File: src/rtl/mux_scan_ctrl_if.sv
// Handshake/bus bundle between the 8:1 mux scan sequencer and its user.
// The parity signal exists only when MUX_SCAN_PARITY_EN is defined.
interface mux_scan_ctrl_if;
  logic       start;
  logic       hold;
  logic       Y;
  logic       S0;
  logic       S1;
  logic       S2;
  logic       busy;
  logic       done;
  logic [7:0] data_out;
`ifdef MUX_SCAN_PARITY_EN
  logic       parity;
`endif

`ifdef MUX_SCAN_PARITY_EN
  modport master (
    output start, hold, Y,
    input  S0, S1, S2, busy, done, data_out, parity
  );
  modport slave (
    input  start, hold, Y,
    output S0, S1, S2, busy, done, data_out, parity
  );
`else
  modport master (
    output start, hold, Y,
    input  S0, S1, S2, busy, done, data_out
  );
  modport slave (
    input  start, hold, Y,
    output S0, S1, S2, busy, done, data_out
  );
`endif
endinterface

File: src/rtl/mux_scan_ctrl.sv
// Steps an 8:1 mux through codes 0..7, samples Y once per code and publishes the byte.
// Optional feature macro: MUX_SCAN_PARITY_EN adds a registered even-parity output.
module mux_scan_ctrl #(
  parameter int SETTLE = 0
) (
  input  logic            clk,
  input  logic            rst,
  mux_scan_ctrl_if.slave  bus
);

  typedef enum logic {
    IDLE = 1'b0,
    SCAN = 1'b1
  } state_t;

  localparam logic [3:0] SETTLE_C = 4'(SETTLE);

  state_t     r_state;
  logic [2:0] r_sel;
  logic [3:0] r_wcnt;
  logic [7:0] r_cap;
  logic [7:0] r_data;
  logic       r_busy;
  logic       r_done;
  logic [7:0] w_cap_next;
`ifdef MUX_SCAN_PARITY_EN
  logic       r_parity;
`endif

  // Capture word including the bit sampled on this edge, so the final
  // code lands in data_out together with the rest of the byte.
  always_comb begin
    w_cap_next        = r_cap;
    w_cap_next[r_sel] = bus.Y;
  end

  always_ff @(posedge clk) begin
    if (rst) begin
      r_state  <= IDLE;
      r_sel    <= 3'd0;
      r_wcnt   <= 4'd0;
      r_cap    <= 8'h00;
      r_data   <= 8'h00;
      r_busy   <= 1'b0;
      r_done   <= 1'b0;
`ifdef MUX_SCAN_PARITY_EN
      r_parity <= 1'b0;
`endif
    end else begin
      r_done <= 1'b0;
      case (r_state)
        IDLE: begin
          if (bus.start) begin
            r_state <= SCAN;
            r_sel   <= 3'd0;
            r_wcnt  <= 4'd0;
            r_cap   <= 8'h00;
            r_busy  <= 1'b1;
          end
        end
        SCAN: begin
          if (!bus.hold) begin
            if (r_wcnt != SETTLE_C) begin
              r_wcnt <= r_wcnt + 4'd1;
            end else begin
              r_cap  <= w_cap_next;
              r_wcnt <= 4'd0;
              if (r_sel != 3'd7) begin
                r_sel <= r_sel + 3'd1;
              end else begin
                r_data   <= w_cap_next;
`ifdef MUX_SCAN_PARITY_EN
                r_parity <= ^w_cap_next;
`endif
                r_done   <= 1'b1;
                r_busy   <= 1'b0;
                r_sel    <= 3'd0;
                r_state  <= IDLE;
              end
            end
          end
        end
        default: r_state <= IDLE;
      endcase
    end
  end

  assign bus.S0       = r_sel[0];
  assign bus.S1       = r_sel[1];
  assign bus.S2       = r_sel[2];
  assign bus.busy     = r_busy;
  assign bus.done     = r_done;
  assign bus.data_out = r_data;
`ifdef MUX_SCAN_PARITY_EN
  assign bus.parity   = r_parity;
`endif

endmodule

File: src/flat_wrapper.sv
// flat-port wrapper written by rule: the top's interface ports become plain ports
module mux_scan_ctrl_flat 
#(
  parameter int SETTLE = 0
)
  (clk, rst, bus_start, bus_hold, bus_Y, bus_S0, bus_S1, bus_S2, bus_busy, bus_done, bus_data_out);
  mux_scan_ctrl_if bus_i ();
  input  logic clk;
  input  logic rst;
  input wire logic [$bits(bus_i.start)-1:0] bus_start;
  input wire logic [$bits(bus_i.hold)-1:0] bus_hold;
  input wire logic [$bits(bus_i.Y)-1:0] bus_Y;
  output wire logic [$bits(bus_i.S0)-1:0] bus_S0;
  output wire logic [$bits(bus_i.S1)-1:0] bus_S1;
  output wire logic [$bits(bus_i.S2)-1:0] bus_S2;
  output wire logic [$bits(bus_i.busy)-1:0] bus_busy;
  output wire logic [$bits(bus_i.done)-1:0] bus_done;
  output wire logic [$bits(bus_i.data_out)-1:0] bus_data_out;
  assign bus_i.start = bus_start;
  assign bus_i.hold = bus_hold;
  assign bus_i.Y = bus_Y;
  assign bus_S0 = bus_i.S0;
  assign bus_S1 = bus_i.S1;
  assign bus_S2 = bus_i.S2;
  assign bus_busy = bus_i.busy;
  assign bus_done = bus_i.done;
  assign bus_data_out = bus_i.data_out;
  mux_scan_ctrl #(.SETTLE(SETTLE)) u_core (.clk(clk), .rst(rst), .bus(bus_i));
endmodule
File: config.mk
export PLATFORM = sky130hd
export DESIGN_NAME = mux_scan_ctrl_flat
export DESIGN_NICKNAME = d
export VERILOG_FILES = /design/src/rtl/mux_scan_ctrl_if.sv /design/src/rtl/mux_scan_ctrl.sv /design/src/flat_wrapper.sv
export SDC_FILE = /design/constraint.sdc
export NUM_CORES = 1
export LEC_CHECK = 0
export ABC_CLOCK_PERIOD_IN_PS = 2930
export BUFFER_PORTS_ARGS = -buffer_cell sky130_fd_sc_hd__clkbuf_2
export CAP_MARGIN = 20
export CORE_MARGIN = 3
export CORE_UTILIZATION = 59
export CTS_CLUSTER_SIZE = 28
export DETAILED_ROUTE_END_ITERATION = 12
export MAX_ROUTING_LAYER = met4
export PLACE_DENSITY = 0.81
export SYNTH_ARGS = -nofsm -noshare
export SYNTH_HDL_FRONTEND = slang
export SYNTH_SLANG_ARGS = --single-unit
File: constraint.sdc
create_clock -name clk -period 2.93 [get_ports clk]
set_input_delay 0.586 -clock clk [delete_from_list [all_inputs] [get_ports clk]]
set_output_delay 0.586 -clock clk [all_outputs]
set_load 0.01 [all_outputs]
==> reports/metrics.yaml <==
worst_setup_path:
  path_cells: "ha_1 > ha_1 > nor2b_1 > buf_4 > and2_1 > a211oi_1"
  crit_start: "u_core.r_sel[0]"
  endpoint_kind: "register"
  critPathMostFrequentCell: "ha_1"
  required_ns: 3.14
  worstPathArrival_ns: 2.12
  critPathTopFamily: "flip-flops"
  cp-start-kind: "register"
  r2r-start: "u_core.r_sel[0]"
  rrSetupSlack_ns: 1.02
  crit_slowest_cell: "dfxtp_1"
  max_stage_delay_ns: 0.57
  critPathMaxFanout: 12
  crit_buf_inv: 1
  critPathKind: "reg -> reg"
synth:
  ys.warnings.count: 0
  synth-simple-area-share_pct: 20.3
  yosysSeqAreaShare_pct: 42.8
  synthAdderAreaFrac_pct: 4.11
  synth.distinct_cells: 34
  synth_top_area_share_pct: 42.8
  synth.most_common_cell: "dfxtp_1"
  synth_xor_area_share_pct: 1.44
  syn-num-nets: 139
  synth_common_cells: "dfxtp_1 (26), nand3_1 (14), a21oi_1 (13)"
  synth_cells: 130
  synth_compound_area_share_pct: 18.7
  synth-async-reset-ratio_pct: 0
  synth_top_family_by_area: "simple AND/OR/NAND/NOR gates"
  synth_area_leaders: "dfxtp_1 (43%), mux2i_1 (6.6%), nand3_1 (5.8%), a21oi_1 (5.3%), a211oi_1 (4.9%)"
  synthMuxAreaShare_pct: 6.58
  syn_area_um2: 1220
  synth-edff-count: 0
  yosysTopAreaCell: "dfxtp_1"
  ys_seq_elements: 26
  synth_top_flop_cell: "dfxtp_1"
  avgSynthCellArea_um2: 9.36
timing:
  fmax_mhz: 524
  hold_viol: 0
  finalSetupViolations: 0
  slew_viol_final: 0
  clock_skew_ns: 0.00698
  period_minus_slack_ns: 1.91
  setup_tns_ns: 0
  fin_hold_ws_ns: 0.503
  worst_pin_slew_ns: 0.795
  period_share_pct: 65.1
  maxSlewHeadroom_pct: 46.8
  setup_ws_ns: 1.02
  grt_setup_unrepaired: "no"
layout:
  syn_to_final_growth_pct: 8.32
  antenna_cells: 0
  final_layout_size_suffix_gt1_share_pct: 18.6
  fin_nets: 150
  utilization_pct: 71.7
global_routing:
  antenna_found_initial: 0
  grt_overflow: 0
  grt_max_degree: 19
  grt_pass1_wl_um: 4490
  grt_pass1_vias: 934
  grtUsageTotal_pct: 23.4
floorplanning:
  die_area_um2: 2640
  die_height_um: 51.4
  core_um2: 1840
  rows: 15
  fp.dieW_um: 51.4
  start_util_pct: 66.2
  pin_count: 18
hold_path:
  min_path_type: "reg -> reg"
  hp-start: "u_core.r_cap[0]"
clock_tree:
  clock-root-buffer: "clkbuf_4"
  cts_max_level: 1
  path_clk_slew_ns: 0.14
  cts_tree: "done"
  clk_latency_ns: 0.32
  post_cts_buffers: 0
  holdBufCountCts: 0
  cts_buffer_depth: 2
  cts_buffers: 3
  cts_sinks: 26
  cts_resized: 0
drt:
  dr_total_vias: 1015
  wl_per_cell_um: 15.7
  via_per_inst: 6.15
  ant_nets: 0
  firstDrtPassIters: 8
  drt_wl_total_um: 2600
  drc_errors: 1
  drt_iter0_markers: 37
placed_design:
  dpl.hpwl_um: 1880
  place_congestion: 0.788
  numPortBuffers: 17
  post-place-ws_ns: 1.03
power_and_ir_drop:
  power.density_nw_per_um2: 446
  leakage_nw: 0.506
  finalPower_mw: 0.588
  ir_drop_v: 0.000372
flow_run:
  drv_cap: 0
status:
  status: "finished with violations"
  violations: "design-rule violations"
per-layer routing:
layer	GRT usage (%)	routed length [µm]	share of wire, %	vias to the layer above
met5	-	0	0	-
met4	9.17	45	1.7	0
met3	3.50	120	4.6	5
met2	38.1	1330	51	27
met1	29.0	1110	43	477
li1	-	-	-	506
cells by family (layout without fill, tap and decap cells):
logic type / after synthesis / count (layout)
buffers and inverters: 16 / 26
xor gates and xnor gates: 2 / 2
and+or+nand+nor: 39 / 39
adders and majority gates: 4 / 4
AOI/OAI and AO/OA: 35 / 35
DFF: 26 / 26
muxes: 8 / 8
report_power, final:
| group | total, mW | internal (mW) | switching, mW |
|---|---|---|---|
| sequential | 0.363 | 0.357 | 0.00577 |
| combinational | 0.0453 | 0.0143 | 0.0310 |
| clock | 0.179 | 0.0761 | 0.103 |
worst reg2reg max path, delay by kind of cell, from the launching register on:
family | cells | cell delay [ns]
AOI/OAI and AO/OA | 1 | 0.15
adders and majority gates | 2 | 0.40
buffers and inverters | 1 | 0.18
DFF | 1 | 0.57
and+or+nand+nor | 2 | 0.49
sequential cells by signal (all words and copies together) (netlist names):
signal               flops
u_core.r_sel             3
u_core.r_state           1
u_core.bus.data_out      8
u_core.r_cap             8
u_core.bus.done          1
u_core.r_wcnt            4
u_core.bus.busy          1
layout by cell type (no fill, tap or decap), types with 2 or more instances in the layout:
cell type	count
dfxtp_1	26
clkbuf_2	17
nand3_1	14
a21oi_1	13
mux2i_1	8
o22ai_1	8
a211oi_1	8
nand3b_1	4
nor3b_1	4
ha_1	4
inv_1	3
o211ai_1	3
clkbuf_4	3
nor2_1	2
nor3_1	2
nand4_1	2
nor2b_1	2
nor4_1	2
layout make-up:
| class | instances | area, µm² |
|---|---|---|
| clock buffers | 4 | 36.3 |
| fillers | 160 | 520 |
| inverters | 4 | 15.0 |
| multi-input cells | 88 | 623 |
| flip-flops and latches | 26 | 520 |
| well taps | 25 | 31.3 |
| repair buffers | 18 | 92.6 |
stage by stage:
step,cells,cell area [µm²]
2_1_floorplan,130,1220
4_1_cts,165,1320
3_3_place_gp,161,1280
3_5_place_dp,161,1280
6_report,165,1320
5_1_grt,165,1320
worst paths after layout:
path,end,depth (start not counted)
hold / removal,u_core.r_cap[0],2
setup reg to reg,u_core.bus.data_out[1],6
hold reg to reg,u_core.r_cap[0],2
setup / recovery,u_core.bus.data_out[1],6
Power figures use the tool's default switching activity.
